`src/rtl/arbitro_balance_if.sv`:
```
// Handshake and balance bus between the two terminals and the balance arbiter.
// The slave modport is the arbiter side; master is the terminal/host side.
interface arbitro_balance_if #(
  parameter int ANCHO_MONTO   = 32,
  parameter int ANCHO_BALANCE = 64
);
  logic                     cargar_balance;
  logic [ANCHO_BALANCE-1:0] balance_inicial;
  logic                     req0;
  logic                     req1;
  logic                     tipo0;
  logic                     tipo1;
  logic [ANCHO_MONTO-1:0]   monto0;
  logic [ANCHO_MONTO-1:0]   monto1;
  logic                     gnt0;
  logic                     gnt1;
  logic                     ack;
  logic [ANCHO_BALANCE-1:0] balance_actualizado;
  logic                     balance_stb;
  logic                     entregar_dinero;
  logic                     fondos_insuficientes;
  logic                     ocupado;

  modport slave (
    input  cargar_balance, balance_inicial,
    input  req0, req1, tipo0, tipo1, monto0, monto1,
    output gnt0, gnt1, ack, balance_actualizado, balance_stb,
    output entregar_dinero, fondos_insuficientes, ocupado
  );

  modport master (
    output cargar_balance, balance_inicial,
    output req0, req1, tipo0, tipo1, monto0, monto1,
    input  gnt0, gnt1, ack, balance_actualizado, balance_stb,
    input  entregar_dinero, fondos_insuficientes, ocupado
  );
endinterface

```
`src/rtl/arbitro_balance.sv`:
```
// Round-robin arbiter for two terminals sharing one account balance.
// Each granted transaction runs GRANT -> CALC -> RESP and strobes its result in RESP.
module arbitro_balance #(
  parameter int ANCHO_MONTO   = 32,
  parameter int ANCHO_BALANCE = 64
) (
  input logic              clk,
  input logic              reset,
  arbitro_balance_if.slave bus
);

  localparam logic [1:0] IDLE  = 2'd0;
  localparam logic [1:0] GRANT = 2'd1;
  localparam logic [1:0] CALC  = 2'd2;
  localparam logic [1:0] RESP  = 2'd3;

  logic [1:0]               estado;
  logic                     gnt0_q;
  logic                     gnt1_q;
  logic                     prio;
  logic [ANCHO_BALANCE-1:0] balance;
  logic                     entregar_q;
  logic                     fondos_q;
  logic                     tipo_q;
  logic [ANCHO_MONTO-1:0]   monto_q;

  logic                     gana1;
  logic                     hay_req;
  logic                     arbitra;
  logic [ANCHO_BALANCE-1:0] balance_nuevo;
  logic                     entregar_nuevo;
  logic                     fondos_nuevo;

  function automatic logic [ANCHO_BALANCE-1:0] extender(input logic [ANCHO_MONTO-1:0] m);
    return ANCHO_BALANCE'(m);
  endfunction

  function automatic logic [ANCHO_BALANCE-1:0] suma_sat(input logic [ANCHO_BALANCE-1:0] a,
                                                        input logic [ANCHO_BALANCE-1:0] b);
    logic [ANCHO_BALANCE:0] s;
    s = {1'b0, a} + {1'b0, b};
    return s[ANCHO_BALANCE] ? {ANCHO_BALANCE{1'b1}} : s[ANCHO_BALANCE-1:0];
  endfunction

  // prio names the terminal that wins a tie; it always points away from the last one served.
  assign hay_req = bus.req0 | bus.req1;
  assign gana1   = bus.req1 & (~bus.req0 | prio);
  assign arbitra = (estado == IDLE) & ~bus.cargar_balance & hay_req;

  always_comb begin
    balance_nuevo  = balance;
    entregar_nuevo = 1'b0;
    fondos_nuevo   = 1'b0;
    if (!tipo_q) begin
      balance_nuevo = suma_sat(balance, extender(monto_q));
    end else if (extender(monto_q) > balance) begin
      fondos_nuevo = 1'b1;
    end else begin
      balance_nuevo  = balance - extender(monto_q);
      entregar_nuevo = (monto_q != '0);
    end
  end

  // ---- control and balance state ----
  always_ff @(posedge clk or negedge reset) begin
    if (!reset) begin
      estado     <= IDLE;
      gnt0_q     <= 1'b0;
      gnt1_q     <= 1'b0;
      prio       <= 1'b0;
      balance    <= '0;
      entregar_q <= 1'b0;
      fondos_q   <= 1'b0;
    end else begin
      case (estado)
        IDLE: begin
          if (bus.cargar_balance) begin
            balance <= bus.balance_inicial;
          end else if (hay_req) begin
            estado <= GRANT;
            gnt0_q <= ~gana1;
            gnt1_q <= gana1;
            prio   <= ~gana1;
          end
        end
        GRANT: estado <= CALC;
        CALC: begin
          estado     <= RESP;
          balance    <= balance_nuevo;
          entregar_q <= entregar_nuevo;
          fondos_q   <= fondos_nuevo;
        end
        RESP: begin
          estado     <= IDLE;
          gnt0_q     <= 1'b0;
          gnt1_q     <= 1'b0;
          entregar_q <= 1'b0;
          fondos_q   <= 1'b0;
        end
        default: estado <= IDLE;
      endcase
    end
  end

  // ---- transaction operands, captured once at grant ----
  always_ff @(posedge clk) begin
    if (arbitra) begin
      tipo_q  <= gana1 ? bus.tipo1 : bus.tipo0;
      monto_q <= gana1 ? bus.monto1 : bus.monto0;
    end
  end

  assign bus.gnt0                 = gnt0_q;
  assign bus.gnt1                 = gnt1_q;
  assign bus.ack                  = (estado == RESP);
  assign bus.balance_stb          = (estado == RESP);
  assign bus.entregar_dinero      = (estado == RESP) & entregar_q;
  assign bus.fondos_insuficientes = (estado == RESP) & fondos_q;
  assign bus.ocupado              = (estado != IDLE);
  assign bus.balance_actualizado  = balance;

endmodule

```
`src/flat_wrapper.sv`:
```
// flat-port wrapper written by rule: the top's interface ports become plain ports
module arbitro_balance_flat 
#(
  parameter int ANCHO_MONTO   = 32,
  parameter int ANCHO_BALANCE = 64
)
  (clk, reset, bus_cargar_balance, bus_balance_inicial, bus_req0, bus_req1, bus_tipo0, bus_tipo1, bus_monto0, bus_monto1, bus_gnt0, bus_gnt1, bus_ack, bus_balance_actualizado, bus_balance_stb, bus_entregar_dinero, bus_fondos_insuficientes, bus_ocupado);
  arbitro_balance_if #(.ANCHO_MONTO(ANCHO_MONTO), .ANCHO_BALANCE(ANCHO_BALANCE)) bus_i ();
  input logic clk;
  input logic reset;
  input wire logic [$bits(bus_i.cargar_balance)-1:0] bus_cargar_balance;
  input wire logic [$bits(bus_i.balance_inicial)-1:0] bus_balance_inicial;
  input wire logic [$bits(bus_i.req0)-1:0] bus_req0;
  input wire logic [$bits(bus_i.req1)-1:0] bus_req1;
  input wire logic [$bits(bus_i.tipo0)-1:0] bus_tipo0;
  input wire logic [$bits(bus_i.tipo1)-1:0] bus_tipo1;
  input wire logic [$bits(bus_i.monto0)-1:0] bus_monto0;
  input wire logic [$bits(bus_i.monto1)-1:0] bus_monto1;
  output wire logic [$bits(bus_i.gnt0)-1:0] bus_gnt0;
  output wire logic [$bits(bus_i.gnt1)-1:0] bus_gnt1;
  output wire logic [$bits(bus_i.ack)-1:0] bus_ack;
  output wire logic [$bits(bus_i.balance_actualizado)-1:0] bus_balance_actualizado;
  output wire logic [$bits(bus_i.balance_stb)-1:0] bus_balance_stb;
  output wire logic [$bits(bus_i.entregar_dinero)-1:0] bus_entregar_dinero;
  output wire logic [$bits(bus_i.fondos_insuficientes)-1:0] bus_fondos_insuficientes;
  output wire logic [$bits(bus_i.ocupado)-1:0] bus_ocupado;
  assign bus_i.cargar_balance = bus_cargar_balance;
  assign bus_i.balance_inicial = bus_balance_inicial;
  assign bus_i.req0 = bus_req0;
  assign bus_i.req1 = bus_req1;
  assign bus_i.tipo0 = bus_tipo0;
  assign bus_i.tipo1 = bus_tipo1;
  assign bus_i.monto0 = bus_monto0;
  assign bus_i.monto1 = bus_monto1;
  assign bus_gnt0 = bus_i.gnt0;
  assign bus_gnt1 = bus_i.gnt1;
  assign bus_ack = bus_i.ack;
  assign bus_balance_actualizado = bus_i.balance_actualizado;
  assign bus_balance_stb = bus_i.balance_stb;
  assign bus_entregar_dinero = bus_i.entregar_dinero;
  assign bus_fondos_insuficientes = bus_i.fondos_insuficientes;
  assign bus_ocupado = bus_i.ocupado;
  arbitro_balance #(.ANCHO_MONTO(ANCHO_MONTO), .ANCHO_BALANCE(ANCHO_BALANCE)) u_core (.clk(clk), .reset(reset), .bus(bus_i));
endmodule
```
`config.mk`:
```
export PLATFORM = sky130hd
export DESIGN_NAME = arbitro_balance_flat
export DESIGN_NICKNAME = d
export VERILOG_FILES = /design/src/rtl/arbitro_balance_if.sv /design/src/rtl/arbitro_balance.sv /design/src/flat_wrapper.sv
export SDC_FILE = /design/constraint.sdc
export NUM_CORES = 1
export LEC_CHECK = 0
export ABC_AREA = 1
export ABC_CLOCK_PERIOD_IN_PS = 8100
export BUFFER_PORTS_ARGS = -buffer_cell sky130_fd_sc_hd__buf_2
export CAP_MARGIN = 20
export CORE_UTILIZATION = 45
export CTS_CLUSTER_DIAMETER = 120
export DETAILED_ROUTE_END_ITERATION = 10
export PLACE_DENSITY = 0.65
export SYNTH_ARGS = -nofsm -noshare
export SYNTH_HDL_FRONTEND = slang
export SYNTH_SLANG_ARGS = --single-unit
```
`constraint.sdc`:
```
create_clock -name clk -period 8.1 [get_ports clk]
set_clock_uncertainty 0.05 [all_clocks]
set_input_delay 0.405 -clock clk [delete_from_list [all_inputs] [get_ports clk]]
set_output_delay 0.405 -clock clk [all_outputs]
set_load 0.02 [all_outputs]
```
==> flow_summary_export.csv <==
group,metric,value,unit
outcome,status,"completed",
floorplan,pin_count,206,
synthesis,netlist-cell-type-count,46,
synthesis,syn_inst,2477,
finish,syn_to_final_growth,10.79,%
pwr,ir_worst_vdd,0.3036,mV
place,dp_hpwl,48150,µm
grt,overflow,0,
sta,finalHoldViolations,0,
synthesis,yosys_warnings,0,
finish,final_nets,2817,
finish,layout-drive-gt1-share,10.77,%
route,ant_nets,0,
setup_path,r2r_end,"u_core.bus.balance_actualizado[17]",
pwr,p_leak,8.294,nW
sta,max_slew.worst_pin.slew,1081,ps
synthesis,syn_area_per_cell,5.480,µm²
sta,period_share,44.70,%
synthesis,synth_top_area_share,26.38,%
grt,antenna_found_initial,0,
synthesis,synthArstFlopShare,68.27,%
clock_network,clk_latency,400,ps
run,max_cap_violations,0,
floorplan,die_area,30860,µm²
floorplan,fp.dieW,175.7,µm
route,post_drt_wl_per_cell,19.65,µm
synthesis,ys.flop_type,"dfrtp_1",
route,drtIter0Drc,1651,
place,port_buffers,205,
worst_hold_path,hold_start,"bus_monto0[9]",
synthesis,syn_nets,2681,
synthesis,ys_seq_area_share,20.39,%
synthesis,synth_edf_count,33,
worst_hold_path,worstHoldPathType,"input port to register",
grt,grt.total_usage,38.60,%
pwr,p_per_area,418.1,nW/µm²
route,drt-pass1-iter-count,8,
sta,setup_viol,0,
route,vias_per_cell,5.419,
setup_path,cp-startpoint,"u_core.monto_q[9]",
route,drt-total-wl,59100,µm
sta,tns,0,ps
setup_path,cp-start-kind,"register",
pwr,power,0.006288,W
sta,max_freq,276.2,MHz
sta,rsz0062_at_grt,"no",
setup_path,required,8340,ps
setup_path,critPathCapture,"u_core.bus.balance_actualizado[17]",
setup_path,arrival,3860,ps
setup_path,reg2reg_depth,13,
setup_path,critical_path.endpoint_type,"register",
route,remaining_drc_errors,0,
clock_network,path_clk_slew,80,ps
synthesis,synth_most_common_cell,"nand2_1",
sta,slew_viol_final,0,
synthesis,synth_top_cell_by_area,"nand2_1",
floorplan,row_count,63,
setup_path,reg2reg_slack,4480,ps
sta,slew_headroom,27.21,%
place,placed_area,14670,µm²
grt,grt_pass1_wl,88880,µm
setup_path,path_class,"register to register",
setup_path,reg2reg_from,"u_core.monto_q[9]",
clock_network,clockBufferDepth,2,
route,via_count,16300,
synthesis,synth-seq-cells,104,
grt,grt_pass1_vias,15240,
sta,min_period,3621,ps
synthesis,syn_area,13570,µm²
clock_network,cts_tree,"yes",
finish,fin_area,15040,µm²
floorplan,initial_core_util,45.80,%
synthesis,ys_top_cells_by_count,"954 x nand2_1, 361 x inv_1, 320 x nor2_1",
floorplan,die_h,175.7,µm
floorplan,core,29640,µm²
clock_network,numCtsBuffers,9,
setup_path,path_max_fanout,63,
synthesis,synth_area_leaders,"nand2_1 26%, dfrtp_1 13%, inv_1 10%, nor2_1 8.8%, nand3_1 7.6%",
grt,grt_max_degree,112,
clock_network,cts.sinks,104,
clock_network,cts_root_buffer,"clkbuf_16",
place,gp_congestion,1.065,
clock_network,htreeDepth,3,
finish,antenna-diode-count,0,
worst min path at each step:
stage	end	slack, ps	depth (start not counted)
final	u_core.monto_q[9]	220	3
after global routing	u_core.monto_q[6]	230	3
after CTS	u_core.bus.balance_actualizado[11]	180	1
after detailed placement	u_core.fondos_q	460	2
after global placement	u_core.fondos_q	450	2
after floorplan	u_core.bus.balance_actualizado[0]	60	0
final cells by class:
class	count	area, µm²
flip-flops and latches	104	2768
well taps	390	488.0
multi-input cells	1906	8916
inverters	375	1408
clock inverters	5	38.79
clock buffers	11	254.0
fillers	3283	14600
repair buffers	217	1166
per-stage QoR:
step                hold slack (ps)  instances  util [%]  setup WS [ps]
finish                        217.7       3008     50.74           4479
global route                  231.4       3008     50.74           4279
CTS                           177.7       3004     50.48           4381
detailed placement            458.4       2988     49.49           4363
global placement              450.5       2988     49.49           4481
floorplan                     59.41       2477         -           5299
cell families (layout without fill, tap and decap cells):
family,Yosys count,count (layout),synth area share [%]
AND/OR/NAND/NOR,1618,1618,49.68
buffers and inverters,467,608,14.02
AO/OA/AOI/OAI,192,192,7.697
flip-flops,104,104,20.39
adder cells (fa/ha/maj),69,69,6.471
XOR/XNOR,27,27,1.742
layout by cell type (no fill, tap or decap), types with 10 or more instances in the layout:
master | Yosys | final
nor3_1 | 39 | 39
xor2_1 | 22 | 22
nor2_1 | 320 | 319
o21ai_0 | 60 | 60
edfxtp_1 | 33 | 33
buf_2 | 40 | 204
inv_1 | 361 | 361
o21ai_1 | 11 | 11
nor4_1 | 12 | 12
clkbuf_16 | 0 | 10
nand2_1 | 954 | 954
nand4_1 | 38 | 38
o21bai_1 | 12 | 12
nand3_1 | 205 | 205
dfrtp_1 | 71 | 71
nor2_2 | 10 | 10
ha_1 | 67 | 66
a21oi_1 | 95 | 94
sequential cells by signal, indices dropped and copies added (netlist names):
register and flops:
u_core.bus.gnt0 1, u_core.fondos_q 1, u_core.estado 2, u_core.prio 1, u_core.tipo_q 1, u_core.bus.balance_actualizado 64
u_core.entregar_q 1, u_core.monto_q 32, u_core.bus.gnt1 1
where the power goes:
group	total [W]	internal [W]	switching, W
logic	0.00458	0.00130	0.00327
registers	0.00124	0.000768	0.000475
clock network	0.000470	0.000231	0.000240
critical path, stage by stage (launching register included):
cell	delay, ps
edfxtp_1	530
inv_1	80
ha_1	390
a21oi_1	390
o21bai_1	170
a21oi_1	190
nand2_2	120
nand3_4	110
nand4_4	300
nand2_4	570
buf_16	310
nor2_1	80
o21ai_1	80
nand2_1	60
metal layers:
layer	GRT usage (%)	vias to the layer above	share of wire, %
met1	54.58	7412	45
met5	2.724	-	0.19
met3	8.571	88	11
met2	57.39	862	41
met4	12.46	2	2.7
li1	-	7937	-
timing repair:
| item | in CTS | in global routing |
|---|---|---|
| buffers inserted | 0 | 0 |
| endpoints found under the hold margin | 0 | 34 |
| resized for setup | 0 | 0 |
| hold buffers | 0 | 1 |
Note: power is estimated with default switching activity, not from simulation.
